$ cat src/rtl/piso_serializer_pkg.sv
// Shared definitions for the parallel-in/serial-out stage behind the P4 holding register.
package piso_serializer_pkg;

    // Default word width, shared with P4 and its bench.
    localparam int unsigned WordW = 8;

    typedef enum logic [1:0] {
        StIdle  = 2'd0,
        StShift = 2'd1,
        StDone  = 2'd2
    } state_e;

    // Counter width that still works when the count range is a single value.
    function automatic int unsigned cnt_width(input int unsigned n);
        return (n > 1) ? $clog2(n) : 1;
    endfunction

endpackage

$ cat src/rtl/piso_serializer_bit_tick_gen.sv
// Bit-period divider: counts 0..ClksPerBit-1 while enabled and flags the terminal count.
module piso_serializer_bit_tick_gen
    import piso_serializer_pkg::*;
#(
    parameter int unsigned ClksPerBit = 4
) (
    input  logic clk_i,
    input  logic rst_ni,
    input  logic en_i,
    output logic tick_o
);

    localparam int unsigned CntW = cnt_width(ClksPerBit);
    localparam logic [CntW-1:0] CntMax = CntW'(ClksPerBit - 1);

    logic [CntW-1:0] div_cnt_q, div_cnt_d;

    assign tick_o = en_i && (div_cnt_q == CntMax);

    // Held at zero while disabled so every word starts on a fresh bit period.
    always_comb begin
        div_cnt_d = div_cnt_q;
        if (!en_i || tick_o) begin
            div_cnt_d = '0;
        end else begin
            div_cnt_d = div_cnt_q + CntW'(1);
        end
    end

    always_ff @(posedge clk_i or negedge rst_ni) begin
        if (!rst_ni) begin
            div_cnt_q <= '0;
        end else begin
            div_cnt_q <= div_cnt_d;
        end
    end

endmodule

$ cat src/rtl/piso_serializer.sv
// Serialises one captured word per start request; all outputs come straight from flops.
module piso_serializer
    import piso_serializer_pkg::*;
#(
    parameter int unsigned Width      = WordW,
    parameter int unsigned ClksPerBit = 4,
    parameter bit          MsbFirst   = 1'b1,
    parameter bit          IdleLevel  = 1'b0
) (
    input  logic             clk_i,
    input  logic             rst_ni,
    input  logic             start_i,
    input  logic [Width-1:0] data_i,
    output logic             serial_o,
    output logic             bit_valid_o,
    output logic             busy_o,
    output logic             done_o
);

    localparam int unsigned BitW = cnt_width(Width);
    localparam logic [BitW-1:0] BitMax = BitW'(Width - 1);

    state_e           state_q;
    logic [Width-1:0] shreg_q;
    logic [BitW-1:0]  bit_cnt_q;
    logic             serial_q;
    logic             bit_valid_q;
    logic             busy_q;
    logic             done_q;

    logic             bit_tick;
    logic [Width-1:0] shreg_shifted;
    logic             first_bit;
    logic             next_bit;

    piso_serializer_bit_tick_gen #(
        .ClksPerBit(ClksPerBit)
    ) u_bit_tick_gen (
        .clk_i (clk_i),
        .rst_ni(rst_ni),
        .en_i  (state_q == StShift),
        .tick_o(bit_tick)
    );

    // serial_q is loaded with the bit that will sit at the output end after each update.
    always_comb begin
        if (MsbFirst) begin
            shreg_shifted = {shreg_q[Width-2:0], 1'b0};
            first_bit     = data_i[Width-1];
            next_bit      = shreg_q[Width-2];
        end else begin
            shreg_shifted = {1'b0, shreg_q[Width-1:1]};
            first_bit     = data_i[0];
            next_bit      = shreg_q[1];
        end
    end

    always_ff @(posedge clk_i or negedge rst_ni) begin
        if (!rst_ni) begin
            state_q     <= StIdle;
            shreg_q     <= '0;
            bit_cnt_q   <= '0;
            serial_q    <= IdleLevel;
            bit_valid_q <= 1'b0;
            busy_q      <= 1'b0;
            done_q      <= 1'b0;
        end else begin
            case (state_q)
                StIdle: begin
                    done_q <= 1'b0;
                    if (start_i) begin
                        state_q     <= StShift;
                        shreg_q     <= data_i;
                        bit_cnt_q   <= '0;
                        serial_q    <= first_bit;
                        bit_valid_q <= 1'b1;
                        busy_q      <= 1'b1;
                    end
                end
                StShift: begin
                    if (bit_tick) begin
                        shreg_q <= shreg_shifted;
                        if (bit_cnt_q == BitMax) begin
                            state_q     <= StDone;
                            serial_q    <= IdleLevel;
                            bit_valid_q <= 1'b0;
                            busy_q      <= 1'b0;
                            done_q      <= 1'b1;
                        end else begin
                            bit_cnt_q <= bit_cnt_q + BitW'(1);
                            serial_q  <= next_bit;
                        end
                    end
                end
                StDone: begin
                    state_q <= StIdle;
                    done_q  <= 1'b0;
                end
                default: begin
                    state_q     <= StIdle;
                    serial_q    <= IdleLevel;
                    bit_valid_q <= 1'b0;
                    busy_q      <= 1'b0;
                    done_q      <= 1'b0;
                end
            endcase
        end
    end

    assign serial_o    = serial_q;
    assign bit_valid_o = bit_valid_q;
    assign busy_o      = busy_q;
    assign done_o      = done_q;

endmodule

$ cat config.mk
export PLATFORM = sky130hd
export DESIGN_NAME = piso_serializer
export DESIGN_NICKNAME = d
export VERILOG_FILES = /design/src/rtl/piso_serializer_pkg.sv /design/src/rtl/piso_serializer_bit_tick_gen.sv /design/src/rtl/piso_serializer.sv
export SDC_FILE = /design/constraint.sdc
export NUM_CORES = 1
export LEC_CHECK = 0
export CAP_MARGIN = 20
export CORE_ASPECT_RATIO = 1.1
export CORE_MARGIN = 8
export CORE_UTILIZATION = 30
export CTS_CLUSTER_SIZE = 25
export DETAILED_ROUTE_END_ITERATION = 8
export SLEW_MARGIN = 20
export SYNTH_ARGS = -nofsm -noshare
export SYNTH_HDL_FRONTEND = slang
export SYNTH_SLANG_ARGS = --single-unit
$ cat constraint.sdc
create_clock -name clk_i -period 1.8 [get_ports clk_i]
set_input_delay 0.36 -clock clk_i [delete_from_list [all_inputs] [get_ports clk_i]]
set_output_delay 0.36 -clock clk_i [all_outputs]
set_load 0.05 [all_outputs]
==> results of run 1 <==
-- cell usage in the layout (no fill, tap or decap), types with 2 or more instances in the layout --
cell             count
ha_1                 3
dfrtp_1             17
buf_4                8
nand3_1              5
o21ai_0              4
inv_1                2
mux2_4              12
nor2_1               2
clkbuf_4             3
nand2_1              5
clkdlybuf4s50_1     10
a21oi_1              2
o211ai_1             3
nor2b_1              2
-- power by group through the flow --
stage                     Combinational (mW)  Clock [mW]  Sequential (mW)
after detailed placement                1.20           0            0.702
after CTS                               1.21       0.215            0.697
after floorplan                        0.911           0            0.768
after global routing                    1.31       0.240            0.721
after global placement                  1.18           0            0.699
final                                   1.19       0.202            0.694
-- path summary, 6_finish.rpt --
path | slack, ns | to | start | cells past startpoint
min | 0.39 | serial_o | rst_ni | 2
max | 0.25 | shreg_q[2] | state_q[1] | 3
min reg2reg | 0.45 | u_bit_tick_gen.div_cnt_q[0] | u_bit_tick_gen.div_cnt_q[0] | 1
min in group clk_i | 0.45 | u_bit_tick_gen.div_cnt_q[0] | u_bit_tick_gen.div_cnt_q[0] | 1
max in group asynchronous | 1.22 | bit_cnt_q[2] | rst_ni | 2
max reg2reg | 0.25 | shreg_q[2] | state_q[1] | 3
-- metrics by stage --
step                hold WS, ns  setup WS (ns)  std cells  power, mW  cell area, sq um
CTS                       0.384          0.241        128       2.12              1130
detailed placement        0.442          0.112        124       1.91              1110
floorplan                0.0644          0.413         77       1.68               941
finish                    0.388          0.254        128       2.09              1130
global route              0.398          0.163        128       2.27              1130
global placement          0.425          0.165        124       1.87              1110
-- flip-flops by register name, summed over array words and instances, names as in the netlist --
register / cells
busy_o: 1
state_q: 2
bit_cnt_q: 3
serial_o: 1
shreg_q: 7
done_o: 1
u_bit_tick_gen.div_cnt_q: 2
-- logic make-up after synthesis --
| group | synth area share |
|---|---|
| buffers and inverters | 0.0452 |
| muxes | 0.202 |
| DFF | 0.452 |
| and+or+nand+nor | 0.170 |
| AOI/OAI and AO/OA | 0.0904 |
| adders and majority gates | 0.0399 |
-- routing by layer --
metal  global-route usage  vias to the layer above  share of wire
met5                    0                        -              0
met1               0.0888                      317           0.43
li1                     -                      316              -
met4               0.0478                        0          0.019
met2                0.137                       16           0.50
met3               0.0303                        2          0.047
-- final cells by class --
| class | count | area, sq um | area share |
|---|---|---|---|
| repair buffers | 18 | 160 | 0.141 |
| inverters | 2 | 7.51 | 0.00662 |
| clock buffers | 4 | 26.3 | 0.0232 |
| flip-flops and latches | 17 | 425 | 0.375 |
| multi-input cells | 53 | 473 | 0.417 |
| well taps | 34 | 42.5 | 0.0375 |
==> impl_metrics.yaml, run 1 <==
synth:
  synth.largest_area_cell: "dfrtp_1"
  yosys_warnings: 0
  synthCells: 77
  synth_top_area_share: 0.452
  synth_area_per_cell_sq_um: 12.2
  yosysUniqueCellTypes: 30
  syn_nets: 91
  synth.yosys.seq_area_share: 0.452
  synth.cell_area_sq_um: 941
  synth_edf_count: 0
  async_flop_share: 1.00
  synth_most_common_cell: "dfrtp_1"
  synth_commonest_cells: "dfrtp_1 (17), mux2_4 (12), nand2_1 (5), nand3_1 (5), o21ai_0 (4)"
  ys_ff_latch: 17
  synth_top_cells_by_area: "dfrtp_1 (45%), mux2_4 (19%), ha_1 (4.0%)"
  yosys_most_used_dff: "dfrtp_1"
grt:
  grt_pass1_wl_um: 3340
  grt_overflow: 0
  grt_use_total: 0.0821
  grt_antenna_before_repair: 0
  grt_pass1_vias: 688
  grt_max_degree: 18
timing:
  setup_tns_ns: 0
  worst_pin_slew_ns: 0.441
  min_period_ns: 1.55
  rsz0062_at_grt: "no"
  setup_viol: 0
  hold_violations: 0
  slew_viol_final: 0
  fmax_mhz: 647
  timing.final.crit_share: 0.859
  slew_headroom: 0.706
  skew_ns: 0.00136
clocking:
  cts.path.max_buffers: 2
  cts_tree: "yes"
  insertion_delay_ns: 0.29
  path_clk_slew_ns: 0.09
  cts_buffers: 3
  cts_setup_buffers: 0
  clock_sinks: 17
  cts_root_buf: "clkbuf_4"
  postCtsHoldBufs: 0
  cts_htree_levels: 1
  cts_resized: 0
pwr:
  vdd_drop_max_mv: 0.866
  internal-power_mw: 1.27
  sequentialPowerShare: 0.332
  p_comb_frac: 0.571
  p_switching_mw: 0.814
  clock_power_share: 0.097
  p_sw_frac: 0.390
  p_leak_nw: 0.530
  powerDensity_nw_per_um2: 1840
run_status:
  status: "finished, final reports clean"
routing:
  vias: 651
  drt_iter0_drc: 10
  drt_first_pass_iters: 4
  vias_per_cell: 5.09
  ant_nets: 0
  remaining_drc_errors: 0
  wl_um: 1900
  wl_per_cell_um: 14.8
final_layout:
  final_net_count: 109
  diodes: 0
  final_layout_size_suffix_gt1_frac: 0.287
  fill_cells: 303
  syn_to_final_growth_pct: 20.6
  final_core_util: 0.376
setup_path:
  cp_top_family: "multiplexers"
  crit_fanout: 11
  max_stage_delay_ns: 0.55
  end_kind: "flop"
  critPathLaunchType: "flop"
  cp_cell_sequence: "nor2b_4 -> mux2_4 -> mux2_4"
  worstPathRequired_ns: 1.98
  path_buf_inv: 0
  arrival_ns: 1.73
  cpMostUsedCell: "mux2_4"
  path_class: "flop to flop"
  slowest_stage: "dfrtp_1"
floorplan:
  dieHeight_um: 74.7
  initial_utilization: 0.311
  top_level_ports: 15
  rows: 21
  die_x_um: 69.4
  die-area_sq_um: 5190
  core_sq_um: 3020
run:
  max-cap-violations: 0
min_path:
  hp-class: "input pin to async pin"
place:
  gp_congestion: 0.809
  place.port_buffers: 14
  hpwl_um: 1440
No activity file was read; power rests on OpenSTA's default activity.
==> run 2: changes to the inputs <==
--- a/config.mk
+++ b/config.mk
@@ -11,6 +11,8 @@
 export CORE_UTILIZATION = 30
 export CTS_CLUSTER_SIZE = 25
 export DETAILED_ROUTE_END_ITERATION = 8
+export GPL_TIMING_DRIVEN = 1
+export REMOVE_ABC_BUFFERS = 1
 export SLEW_MARGIN = 20
 export SYNTH_ARGS = -nofsm -noshare
 export SYNTH_HDL_FRONTEND = slang
==> impl_metrics.yaml, run 2 (synthesis results as in run 1) <==
setup_path:
  startpoint: "state_q[1]"
  worstPathRequired_ns: 1.99
  critPathLaunchType: "flop"
  cpMostUsedCell: "mux2_4"
  arrival_ns: 1.72
  r2r_start: "state_q[1]"
  path_class: "flop to flop"
  end_kind: "flop"
  max_stage_delay_ns: 0.54
  slowest_stage: "dfrtp_1"
  crit_fanout: 11
  cp_cell_sequence: "nor2b_4 -> mux2_4 -> mux2_4"
timing:
  whs_ns: 0.374
  setup_viol: 0
  slew_headroom: 0.727
  hold_violations: 0
  fin_ws_ns: 0.266
  min_period_ns: 1.53
  skew_ns: 0.00286
  setup_tns_ns: 0
  timing.final.crit_share: 0.852
  worst_pin_slew_ns: 0.409
  slew_viol_final: 0
  fmax_mhz: 652
  rsz0062_at_grt: "no"
place:
  gp_congestion: 0.811
  place.port_buffers: 14
  hpwl_um: 1380
  dp.cells: 124
  pre_cts_slack_ns: 0.128
  dpl_cell_area_sq_um: 1110
clocking:
  postCtsHoldBufs: 0
  cts_buffers: 3
  cts_resized: 0
  cts_root_buf: "clkbuf_4"
  insertion_delay_ns: 0.29
  cts.path.max_buffers: 2
  clock_sinks: 17
  cts_tree: "yes"
  cts_htree_levels: 1
  path_clk_slew_ns: 0.10
  cts_setup_buffers: 0
pwr:
  sequentialPowerShare: 0.333
  powerDensity_nw_per_um2: 1850
  p_sw_frac: 0.394
  clock_power_share: 0.100
  internal-power_mw: 1.27
  p_switching_mw: 0.827
  vdd_drop_max_mv: 0.681
  p_leak_nw: 0.532
  p_comb_frac: 0.567
final_layout:
  largest_reg_flops: 7
  final_net_count: 109
  fill_cells: 288
  final_common_cell: "dfrtp_1"
  top_regs: "shreg_q: 7 flops, bit_cnt_q: 3 flops"
  syn_to_final_growth_pct: 20.7
  layout_common_cells: "dfrtp_1 (17), mux2_4 (12), clkdlybuf4s50_1 (10)"
  fin_cells: 128
  final_layout_size_suffix_gt1_frac: 0.298
  max_flop_register: "shreg_q"
  fin_area_sq_um: 1140
  diodes: 0
grt:
  grt_use_total: 0.0768
  grt_overflow: 0
  grt_max_degree: 18
  grt_pass1_vias: 649
  grt_antenna_before_repair: 0
  grt_pass1_wl_um: 3150
floorplan:
  core_sq_um: 3020
  dieHeight_um: 74.7
  initial_utilization: 0.311
  rows: 21
  die-area_sq_um: 5190
  top_level_ports: 15
  die_x_um: 69.4
run_status:
  status: "finished, final reports clean"
routing:
  remaining_drc_errors: 0
  wl_per_cell_um: 14.6
  vias: 636
  drt_first_pass_iters: 4
  drt_iter0_drc: 18
  wl_um: 1870
  ant_nets: 0
  vias_per_cell: 4.97
min_path:
  hp-class: "input pin to async pin"
run:
  max-cap-violations: 0
## run 2: power by group through the flow
stage | logic [mW] | clock network [mW] | registers (mW)
global placement | 1.17 | 0 | 0.698
detailed placement | 1.20 | 0 | 0.707
CTS | 1.21 | 0.220 | 0.699
finish | 1.19 | 0.210 | 0.697
floorplan | 0.777 | 0 | 0.835
global route | 1.29 | 0.237 | 0.721
## run 2: critical path: cells and delay by family (launching register included)
family	cells	cell delay [ns]
and+or+nand+nor	1	0.30
muxes	2	0.59
DFF	1	0.54
## run 2: routing by layer
layer,up-vias,wire length (um),GRT usage
li1,311,-,-
met1,305,861,0.0913
met2,16,874,0.119
met3,4,76,0.0132
met4,0,61,0.0683
met5,-,0,0
## run 2: layout make-up
| class | instances | area, sq um | area share |
|---|---|---|---|
| inverter | 2 | 7.51 | 0.00661 |
| sequential | 17 | 425 | 0.374 |
| tap | 34 | 42.5 | 0.0374 |
| clock inverter | 1 | 5.00 | 0.00441 |
| timing repair buffer | 18 | 160 | 0.141 |
| clock buffer | 3 | 22.5 | 0.0198 |
| multi-input combinational | 53 | 473 | 0.416 |
## run 2: path summary, 6_finish.rpt
kind | end | slack (ns) | depth (start not counted)
setup / recovery | shreg_q[3] | 0.27 | 3
hold / removal | shreg_q[4] | 0.37 | 2
setup reg to reg | shreg_q[3] | 0.27 | 3
hold reg to reg | u_bit_tick_gen.div_cnt_q[0] | 0.45 | 1
max in group asynchronous | busy_o | 1.24 | 2
min in group clk_i | u_bit_tick_gen.div_cnt_q[0] | 0.45 | 1
## run 2: through the flow
| step | total power [mW] | utilization |
|---|---|---|
| detailed placement | 1.91 | 0.367 |
| global route | 2.25 | 0.376 |
| CTS | 2.12 | 0.376 |
| floorplan | 1.61 | - |
| global placement | 1.87 | 0.367 |
| finish | 2.10 | 0.376 |
